### src/rtl/snake_pkg.sv
// snake_pkg: step/speed types and constants shared by the snake step generator and decoder
package snake_pkg;
    localparam int NUM_STEPS = 12;
    localparam int MAX_SPEED = 7;
    typedef logic [3:0] step_t;
    typedef logic [2:0] speed_t;
endpackage

### src/rtl/btn_debounce.sv
// btn_debounce: 2-FF synchronizer, stable-count debouncer and one-cycle press pulse
module btn_debounce #(
    parameter int DEBOUNCE_CYCLES = 500_000
) (
    input  logic clock,
    input  logic reset,
    input  logic btn,
    output logic press
);
    localparam int CW = $clog2(DEBOUNCE_CYCLES);
    logic [1:0] sync;
    logic level;
    logic [CW-1:0] cnt;
    logic done;
    assign done = cnt == CW'(DEBOUNCE_CYCLES - 1);
    // the press pulse is registered on the same edge that accepts the new level
    always_ff @(posedge clock) begin
        if (reset) begin
            sync <= '0;
            level <= 1'b0;
            cnt <= '0;
            press <= 1'b0;
        end else begin
            sync <= {sync[0], btn};
            press <= sync[1] & ~level & done;
            if (sync[1] == level) begin
                cnt <= '0;
            end else if (done) begin
                level <= sync[1];
                cnt <= '0;
            end else begin
                cnt <= cnt + CW'(1);
            end
        end
    end
endmodule

### src/rtl/snake_step_gen.sv
// snake_step_gen: programmable-rate animation step counter with speed, pause and direction controls
module snake_step_gen
    import snake_pkg::*;
#(
    parameter int BASE_DIV = 2_500_000,
    parameter int DEBOUNCE_CYCLES = 500_000
) (
    input  logic   clock,
    input  logic   reset,
    input  logic   btn_faster,
    input  logic   btn_slower,
    input  logic   btn_pause,
    input  logic   dir,
    output step_t  step,
    output logic   step_valid,
    output speed_t speed,
    output logic   paused
);
    localparam int DW = $clog2(BASE_DIV);
    logic faster, slower, pause_ev, run, term;
    logic [1:0] dir_sync;
    logic [DW-1:0] cnt, last;
    speed_t speed_nxt;
    step_t step_nxt;

    btn_debounce #(.DEBOUNCE_CYCLES(DEBOUNCE_CYCLES)) u_faster (
        .clock(clock), .reset(reset), .btn(btn_faster), .press(faster));
    btn_debounce #(.DEBOUNCE_CYCLES(DEBOUNCE_CYCLES)) u_slower (
        .clock(clock), .reset(reset), .btn(btn_slower), .press(slower));
    btn_debounce #(.DEBOUNCE_CYCLES(DEBOUNCE_CYCLES)) u_pause (
        .clock(clock), .reset(reset), .btn(btn_pause), .press(pause_ev));

    assign speed_nxt = (faster && !slower && speed != speed_t'(MAX_SPEED)) ? speed + 3'd1 :
                       (slower && !faster && speed != '0) ? speed - 3'd1 : speed;
    assign last = DW'((BASE_DIV >> speed) - 1);
    assign term = cnt == last;
    // a pause event wins over a coinciding terminal count, so the count holds
    assign run = !paused && !pause_ev;
    assign step_nxt = dir_sync[1] ? (step == '0 ? step_t'(NUM_STEPS - 1) : step - 4'd1) :
                      (step == step_t'(NUM_STEPS - 1) ? '0 : step + 4'd1);

    always_ff @(posedge clock) begin
        if (reset) begin
            dir_sync <= '0;
            speed <= '0;
            paused <= 1'b0;
            cnt <= '0;
            step <= '0;
            step_valid <= 1'b0;
        end else begin
            dir_sync <= {dir_sync[0], dir};
            speed <= speed_nxt;
            paused <= paused ^ pause_ev;
            step_valid <= 1'b0;
            if (speed_nxt != speed) begin
                cnt <= '0;
            end else if (run) begin
                cnt <= term ? '0 : cnt + DW'(1);
                if (term) begin
                    step <= step_nxt;
                    step_valid <= 1'b1;
                end
            end
        end
    end
endmodule

### config.mk
export PLATFORM = sky130hd
export DESIGN_NAME = snake_step_gen
export DESIGN_NICKNAME = d
export VERILOG_FILES = /design/src/rtl/snake_pkg.sv /design/src/rtl/btn_debounce.sv /design/src/rtl/snake_step_gen.sv
export SDC_FILE = /design/constraint.sdc
export NUM_CORES = 1
export LEC_CHECK = 0
export ABC_AREA = 0
export CORE_UTILIZATION = 42
export CTS_CLUSTER_DIAMETER = 150
export DETAILED_ROUTE_END_ITERATION = 8
export GPL_ROUTABILITY_DRIVEN = 0
export PLACE_DENSITY = 0.58
export SYNTH_ARGS = -nofsm -noshare
export SYNTH_HDL_FRONTEND = slang
export SYNTH_SLANG_ARGS = --single-unit
### constraint.sdc
create_clock -name clock -period 4.2 [get_ports clock]
set_clock_uncertainty 0.2 [all_clocks]
set_input_delay 1.26 -clock clock [delete_from_list [all_inputs] [get_ports clock]]
set_output_delay 1.26 -clock clock [all_outputs]
set_load 0.02 [all_outputs]
==> results of run 1 <==
==> metrics by stage <==
step / worst slack (ns) / cells / util, %
4_1_cts: 0.2659 / 825 / 47.64
3_3_place_gp: 0.5076 / 810 / 45.24
5_1_grt: 0.1922 / 825 / 47.65
6_report: 0.4901 / 825 / 47.65
2_1_floorplan: 0.4610 / 646 / -
3_5_place_dp: 0.2568 / 810 / 45.24
==> power breakdown <==
part,switching [uW],total (uW),internal (uW)
Sequential,9.20,982,973
Combinational,21.6,40.4,18.7
Clock,388,857,469
Total,419,1880,1460
==> kinds of logic (layout without fill, tap and decap cells) <==
| group | Yosys count | count (layout) | share of synthesized area (%) |
|---|---|---|---|
| xor+xnor | 89 | 89 | 15.05 |
| simple gates | 323 | 323 | 29.84 |
| fa+ha+maj | 20 | 20 | 4.574 |
| flops | 102 | 102 | 37.32 |
| buf+inv | 50 | 57 | 4.002 |
| compound gates | 51 | 51 | 6.769 |
| mux | 11 | 11 | 2.447 |
==> Yosys cell counts (all sizes together), types with 3 or more instances <==
library cell / count
nor2: 113
dfxtp: 102
xor2: 46
nand2: 41
xnor2: 40
nand3: 39
inv: 23
ha: 20
nor3: 20
clkbuf: 19
nand4: 19
and3: 18
nor2b: 18
a21oi: 16
nand2b: 11
o21ai: 10
buf: 8
mux2i: 7
nor3b: 7
nor4: 6
or3: 6
nor4b: 5
and4: 4
or2: 4
a2bb2oi: 3
and3b: 3
mux2: 3
==> path summary, 6_finish.rpt <==
kind                     from  slack (ns)     endpoint
setup / recovery     speed[0]        0.49      step[1]
hold / removal    dir_sync[0]        0.24  dir_sync[1]
setup reg to reg     speed[0]        0.49      step[1]
hold reg to reg   dir_sync[0]        0.24  dir_sync[1]
==> critical path, delay by kind of cell, from the launching register on <==
kind | cells | cell delay (ns)
and+or+nand+nor | 3 | 0.96
AOI/OAI and AO/OA | 1 | 0.47
adders and majority gates | 1 | 0.67
DFF | 1 | 0.53
muxes | 1 | 0.35
buffers and inverters | 1 | 0.19
xor gates and xnor gates | 1 | 0.22
==> per-layer routing <==
metal / track usage, % / up-vias
met4: 6.581 / 0
met5: 0 / -
met2: 29.17 / 44
li1: - / 2196
met3: 5.293 / 17
met1: 21.12 / 1945
==> flip-flops by register name (all words and copies together) (netlist names), 2 cells and up <==
register and flops:
cnt 22, u_slower.sync 2, speed 3, u_faster.sync 2, u_faster.cnt 19, u_pause.cnt 19, dir_sync 2, step 4
u_slower.cnt 19, u_pause.sync 2
==> layout make-up <==
cell class                      count  area, sq um
Inverter                           23        86.33
Sequential cell                   102         2042
Timing Repair Buffer               19        177.7
Tap cell                          172        215.2
Multi-Input combinational cell    494         3212
Clock inverter                      6        80.08
Fill cell                        1251         6633
Clock buffer                        9        225.2
==> flow_summary.yaml, run 1 <==
status:
  status: "completed"
drt:
  via_per_inst: 5.093
  drtAntennaViolNets: 0
  wl_met3_um: 398
  highest_layer: "met4"
  wl_met2_um: 5160
  wl_met1_um: 5176
  vias: 4202
  drt_iter0_markers: 195
  drt_first_pass_iters: 5
  routedWlPerCell_um: 13.26
  routed_wl_um: 10940
  drc: 0
logic_synthesis:
  ys_warn_count: 0
  synth_top_cell_by_area: "dfxtp_1"
  synth_cells: 646
  synthArstFlopShare_pct: 0
  synth-seq-cells: 102
  synth-seq-area-share_pct: 37.32
  synthTopCellsByArea: "dfxtp_1, nor2_1, xor2_1"
  synth_ff_type: "dfxtp_1"
  synth.distinct_cells: 65
  yosysTopAreaCellShare_pct: 37.32
  syn_area_sq_um: 5471
  synth.avg_cell_area_sq_um: 8.470
  syn-num-nets: 672
  synth-edff-count: 0
power_and_ir_drop:
  design_power_total_uw: 1880
  irDropWorstVdd_mv: 0.2424
  p_leak_uw: 0.002084
  cellPowerDensity_nw_per_um2: 311.3
grt:
  antenna_found_initial: 0
  grt_pass1_wl_um: 18520
  grt_use_total_pct: 17.46
  grt_max_degree: 28
  grt_overflow: 0
  grt_pass1_vias: 4007
floorplanning:
  coreArea_sq_um: 12670
  dieArea_sq_um: 13490
  fp.dieW_um: 116.1
  io_pins: 15
  initial_utilization_pct: 43.18
  rows: 41
  die_h_um: 116.1
timing:
  holdWs_ns: 0.2437
  fmax_mhz: 269.5
  setup_viol: 0
  drv_slew: 0
  slew_headroom_pct: 58.18
  hold_viol: 0
  period_share_pct: 88.33
  setup_tns_ns: 0
  period_minus_slack_ns: 3.710
  tightest_slew_ns: 0.6273
  rsz0062_at_grt: "false"
clock_tree:
  post_cts_buffers: 0
  cts_made_buffers: 9
  cts-resized-gates: 0
  h-tree-depth: 3
  ctsHoldBuffers: 0
  clock-root-buffer: "clkbuf_16"
  cts_num_sinks: 102
  cts_max_path_buffers: 2
  cts_tree: "done"
  clkTransAtPathRegs_ns: 0.07
  clk_latency_ns: 0.36
cells_and_area:
  final_cell_mix: "nor2_1, dfxtp_1, xor2_1, nand2_1, xnor2_1"
  drive_gt1_share_pct: 5.207
  layout_commonest_cell: "nor2_1"
  layout.nets: 675
  num_antenna_cells: 0
  area_delta_synth_final_pct: 10.36
  fin_area_sq_um: 6038
placed_design:
  portBuffers: 14
  dp_hpwl_um: 7896
  placed_area_sq_um: 5732
worst_setup_path:
  worstPathCellList: "inv_1 > ha_1 > xor2_1 > or3b_1 > or3_1 > a2111oi_4 > nand3_2 > mux2_4"
  crit_type: "reg2reg"
  critPathCaptureType: "flip-flop"
  crit_path_top_delay_cell: "ha_1"
  slowest_delay_ns: 0.67
  crit_arrival_ns: 3.76
  r2r_cells: 8
  path_max_fanout: 16
  worstPathRequired_ns: 4.25
  critPathLaunchType: "flip-flop"
flow_run:
  drv_cap: 0
worst_hold_path:
  whs_path_depth: 1
  hp-class: "reg2reg"
Note: power is estimated with default switching activity, not from simulation.
==> inputs of run 2 (changes only) <==
- CORE_MARGIN: default -> 2
==> flow_summary.yaml, run 2 (synthesis results as in run 1) <==
clock_tree:
  clkTransAtPathRegs_ns: 0.07
  cts_tree: "done"
  post_cts_buffers: 0
  cts_num_sinks: 102
  clk_latency_ns: 0.35
  ctsHoldBuffers: 0
  h-tree-depth: 3
  cts_max_path_buffers: 2
  clock-root-buffer: "clkbuf_16"
  cts_made_buffers: 9
drt:
  drc: 0
  drt_first_pass_iters: 4
  vias: 4264
  routedWlPerCell_um: 13.22
  drt_iter0_markers: 235
  routed_wl_um: 10900
  via_per_inst: 5.168
  drtAntennaViolNets: 0
floorplanning:
  initial_utilization_pct: 43.18
  coreArea_sq_um: 12670
  io_pins: 15
  rows: 41
  dieArea_sq_um: 13960
  fp.dieW_um: 118.1
  die_h_um: 118.1
worst_setup_path:
  ff2ff_setup_slack_ns: 0.43
  r2r_end: "step[3]"
  worstPathRequired_ns: 4.24
  crit_type: "reg2reg"
  path_max_fanout: 16
  critPathCaptureType: "flip-flop"
  r2r_cells: 8
  crit_arrival_ns: 3.81
  worstReg2RegStart: "speed[0]"
  critPathLaunchType: "flip-flop"
timing:
  period_minus_slack_ns: 3.766
  worst_slack_ns: 0.4338
  fmax_mhz: 265.5
  setup_viol: 0
  rsz0062_at_grt: "false"
  period_share_pct: 89.67
  slew_headroom_pct: 58.93
  drv_slew: 0
  tightest_slew_ns: 0.6113
  setup_tns_ns: 0
  hold_viol: 0
flow_run:
  drv_cap: 0
cells_and_area:
  area_delta_synth_final_pct: 9.856
  final_cell_mix: "nor2_1, dfxtp_1, xor2_1, nand2_1, xnor2_1"
  layout_commonest_cell: "nor2_1"
  regMostFlops: "cnt"
  num_antenna_cells: 0
  fin_area_sq_um: 6011
  layout.nets: 675
  drive_gt1_share_pct: 5.207
  fin_cells: 825
  filler_cell_count: 1241
  largest_reg_flops: 22
grt:
  grt_pass1_wl_um: 18970
  grt_max_degree: 29
  antenna_found_initial: 0
  grt_overflow: 0
  grt_use_total_pct: 16.37
  grt_pass1_vias: 4079
placed_design:
  dp_hpwl_um: 7858
  placed_area_sq_um: 5732
  dp_slack_ns: 0.3067
  dp_cells: 810
  portBuffers: 14
power_and_ir_drop:
  p_leak_uw: 0.002069
  cellPowerDensity_nw_per_um2: 302.0
  irDropWorstVdd_mv: 0.2622
worst_hold_path:
  whs_path_depth: 1
  hold_end: "u_slower.sync[1]"
  hp-class: "reg2reg"
  worstHoldStart: "u_slower.sync[0]"
status:
  status: "completed"
==> run 2: changes by cell type in the layout (fill, tap and decap cells not counted), sizes merged <==
cell and change:
bufinv -1, clkinv -1, clkinvlp +1, inv +1
==> run 2: power breakdown <==
| part | leakage, uW | internal, uW | switching (uW) |
|---|---|---|---|
| combinational | 0.00112 | 18.9 | 22.0 |
| clock | 0.000130 | 408 | 384 |
| sequential | 0.000824 | 973 | 9.08 |
==> run 2: critical path, stage by stage (launching register included) <==
cell,delay (ns)
dfxtp_1,0.53
inv_1,0.19
ha_1,0.68
xor2_1,0.23
or3b_1,0.38
or3_1,0.37
a2111oi_4,0.51
nand3_2,0.23
mux2_4,0.34
==> run 2: how the worst max path moves through the flow <==
stage	start	end	cells past startpoint
global route	speed[0]	cnt[18]	9
CTS	speed[0]	cnt[15]	8
finish	speed[0]	step[3]	8
detailed placement	speed[0]	cnt[20]	8
floorplan	speed[2]	step[1]	13
global placement	speed[0]	cnt[18]	8
==> run 2: what timing repair did <==
action / 4_1_cts / 5_1_grt
resized for setup: 0 / 1
endpoints found under the hold margin: 0 / 0
endpoints found under the setup margin: 0 / 16
==> run 2: area by class of cell <==
type	instances	area (sq um)	share of cell area [%]
clock buffer	9	225.2	3.747
clock inverter	6	52.55	0.8743
inverter	23	86.33	1.436
multi-input combinational	494	3212	53.43
sequential	102	2042	33.97
tap	172	215.2	3.580
timing repair buffer	19	177.7	2.956
==> run 2: metrics by stage <==
step / power (uW) / util (%) / hold slack [ns]
finish: 1815 / 47.44 / 0.2422
global route: 1880 / 47.44 / 0.2667
CTS: 1845 / 47.43 / 0.2490
detailed placement: 1046 / 45.24 / 0.2231
global placement: 1045 / 45.24 / 0.2214
floorplan: 1032 / - / 0.2138
==> run 2: layer usage <==
layer  up-vias  track usage [%]  share of wire (%)
met1      1991            21.03                 48
met5         -                0                  0
li1       2200                -                  -
met2        63            26.81                 46
met3        10            4.344                3.5
met4         0            5.045                1.7
==> inputs of run 3 (changes only) <==
- CORE_UTILIZATION: 42 -> 39
- MAX_ROUTING_LAYER: default -> met4
- PLACE_DENSITY: 0.58 -> 0.55
==> flow_summary.yaml, run 3 (synthesis results as in run 1) <==
timing:
  worst_slack_ns: 0.4468
  setup_tns_ns: 0
  period_share_pct: 89.36
  fmax_mhz: 266.4
  hold_viol: 0
  drv_slew: 0
  period_minus_slack_ns: 3.753
  tightest_slew_ns: 0.6713
  slew_headroom_pct: 54.68
  setup_viol: 0
  rsz0062_at_grt: "false"
worst_setup_path:
  ff2ff_setup_slack_ns: 0.45
  crit_type: "reg2reg"
  worstPathRequired_ns: 4.25
  path_max_fanout: 16
  r2r_cells: 8
  worstReg2RegStart: "speed[0]"
  r2r_end: "step[1]"
  crit_arrival_ns: 3.80
  critPathCaptureType: "flip-flop"
  critPathLaunchType: "flip-flop"
drt:
  wl_met3_um: 483
  drc: 0
  vias: 4261
  drt_iter0_markers: 210
  drtAntennaViolNets: 0
  wl_met1_um: 5168
  routedWlPerCell_um: 13.32
  wl_met2_um: 5240
  drt_first_pass_iters: 4
  routed_wl_um: 11080
  highest_layer: "met4"
  via_per_inst: 5.121
clock_tree:
  ctsHoldBuffers: 0
  clkTransAtPathRegs_ns: 0.07
  cts_num_sinks: 102
  cts_tree: "done"
  cts-resized-gates: 0
  cts_max_path_buffers: 2
  clock-root-buffer: "clkbuf_16"
  post_cts_buffers: 0
  h-tree-depth: 3
  cts_made_buffers: 9
  clk_latency_ns: 0.35
grt:
  grt_overflow: 0
  grt_pass1_wl_um: 19400
  grt_use_total_pct: 16.87
  grt_max_degree: 35
  grt_pass1_vias: 4093
  antenna_found_initial: 0
power_and_ir_drop:
  p_leak_uw: 0.002096
  irDropWorstVdd_mv: 0.3137
  cellPowerDensity_nw_per_um2: 319.8
cells_and_area:
  largest_reg_flops: 22
  filler_cell_count: 1422
  multiInputGateArea_sq_um: 3212
  num_antenna_cells: 0
  regArea_sq_um: 2042
  layout.nets: 673
  final_cell_mix: "nor2_1, dfxtp_1, xor2_1, nand2_1, xnor2_1"
  drive_gt1_share_pct: 5.061
  layout_commonest_cell: "nor2_1"
  regMostFlops: "cnt"
  area_delta_synth_final_pct: 10.91
floorplanning:
  dieArea_sq_um: 14990
  die_h_um: 122.4
  rows: 43
  io_pins: 15
  initial_utilization_pct: 39.73
  fp.dieW_um: 122.4
  coreArea_sq_um: 13770
worst_hold_path:
  worstHoldStart: "dir_sync[0]"
  hold_end: "dir_sync[1]"
  hp-class: "reg2reg"
  whs_path_depth: 1
placed_design:
  portBuffers: 14
  dp_slack_ns: 0.2817
  dp_hpwl_um: 7993
status:
  status: "completed"
flow_run:
  drv_cap: 0
run 3: per-stage QoR:
stage                     power (uW)  utilization [%]  cells  hold WS, ns  instance area [sq um]
final                           1940            44.06    832       0.2418                   6068
after global routing            2019            44.06    832       0.2548                   6068
after CTS                       1975            44.05    832       0.2435                   6067
after detailed placement        1047            41.67    816       0.2212                   5739
after global placement          1046            41.67    816       0.2234                   5739
after floorplan                 1032                -    646       0.2138                   5472
run 3: final cells by class:
| class | count | area share [%] |
|---|---|---|
| Clock buffer | 9 | 3.711 |
| Clock inverter | 7 | 1.691 |
| Inverter | 23 | 1.423 |
| Multi-Input combinational cell | 494 | 52.93 |
| Sequential cell | 102 | 33.65 |
| Tap cell | 180 | 3.711 |
| Timing Repair Buffer | 17 | 2.887 |
run 3: per-layer routing:
| metal | vias to the layer above | GRT usage, % |
|---|---|---|
| met4 | 0 | 5.891 |
| met3 | 11 | 3.903 |
| met2 | 59 | 26.53 |
| met1 | 1987 | 21.29 |
| li1 | 2204 | - |
| met5 | - | - |
run 3: how the worst max path moves through the flow:
stage / startpoint / endpoint / slack [ns] / cells past startpoint
final: speed[0] / step[1] / 0.45 / 8
after global placement: speed[0] / cnt[18] / 0.47 / 8
after global routing: speed[0] / cnt[11] / 0.21 / 8
after detailed placement: speed[0] / cnt[12] / 0.28 / 8
after CTS: speed[0] / cnt[12] / 0.25 / 8
after floorplan: speed[2] / step[1] / 0.46 / 13
run 3: worst max-delay path: stages, from the launching register on:
cell and delay (ns):
dfxtp_1 0.54, inv_1 0.20, ha_1 0.69, xor2_1 0.24
or3b_1 0.38, or3_1 0.36, a2111oi_4 0.47, nand3_2 0.22
mux2_4 0.34
run 3: power by group:
part,leakage [uW],internal [uW],total (uW),switching (uW)
combinational,0.00111,19.4,41.3,21.9
sequential,0.000824,973,982,9.03
clock,0.000162,531,917,386
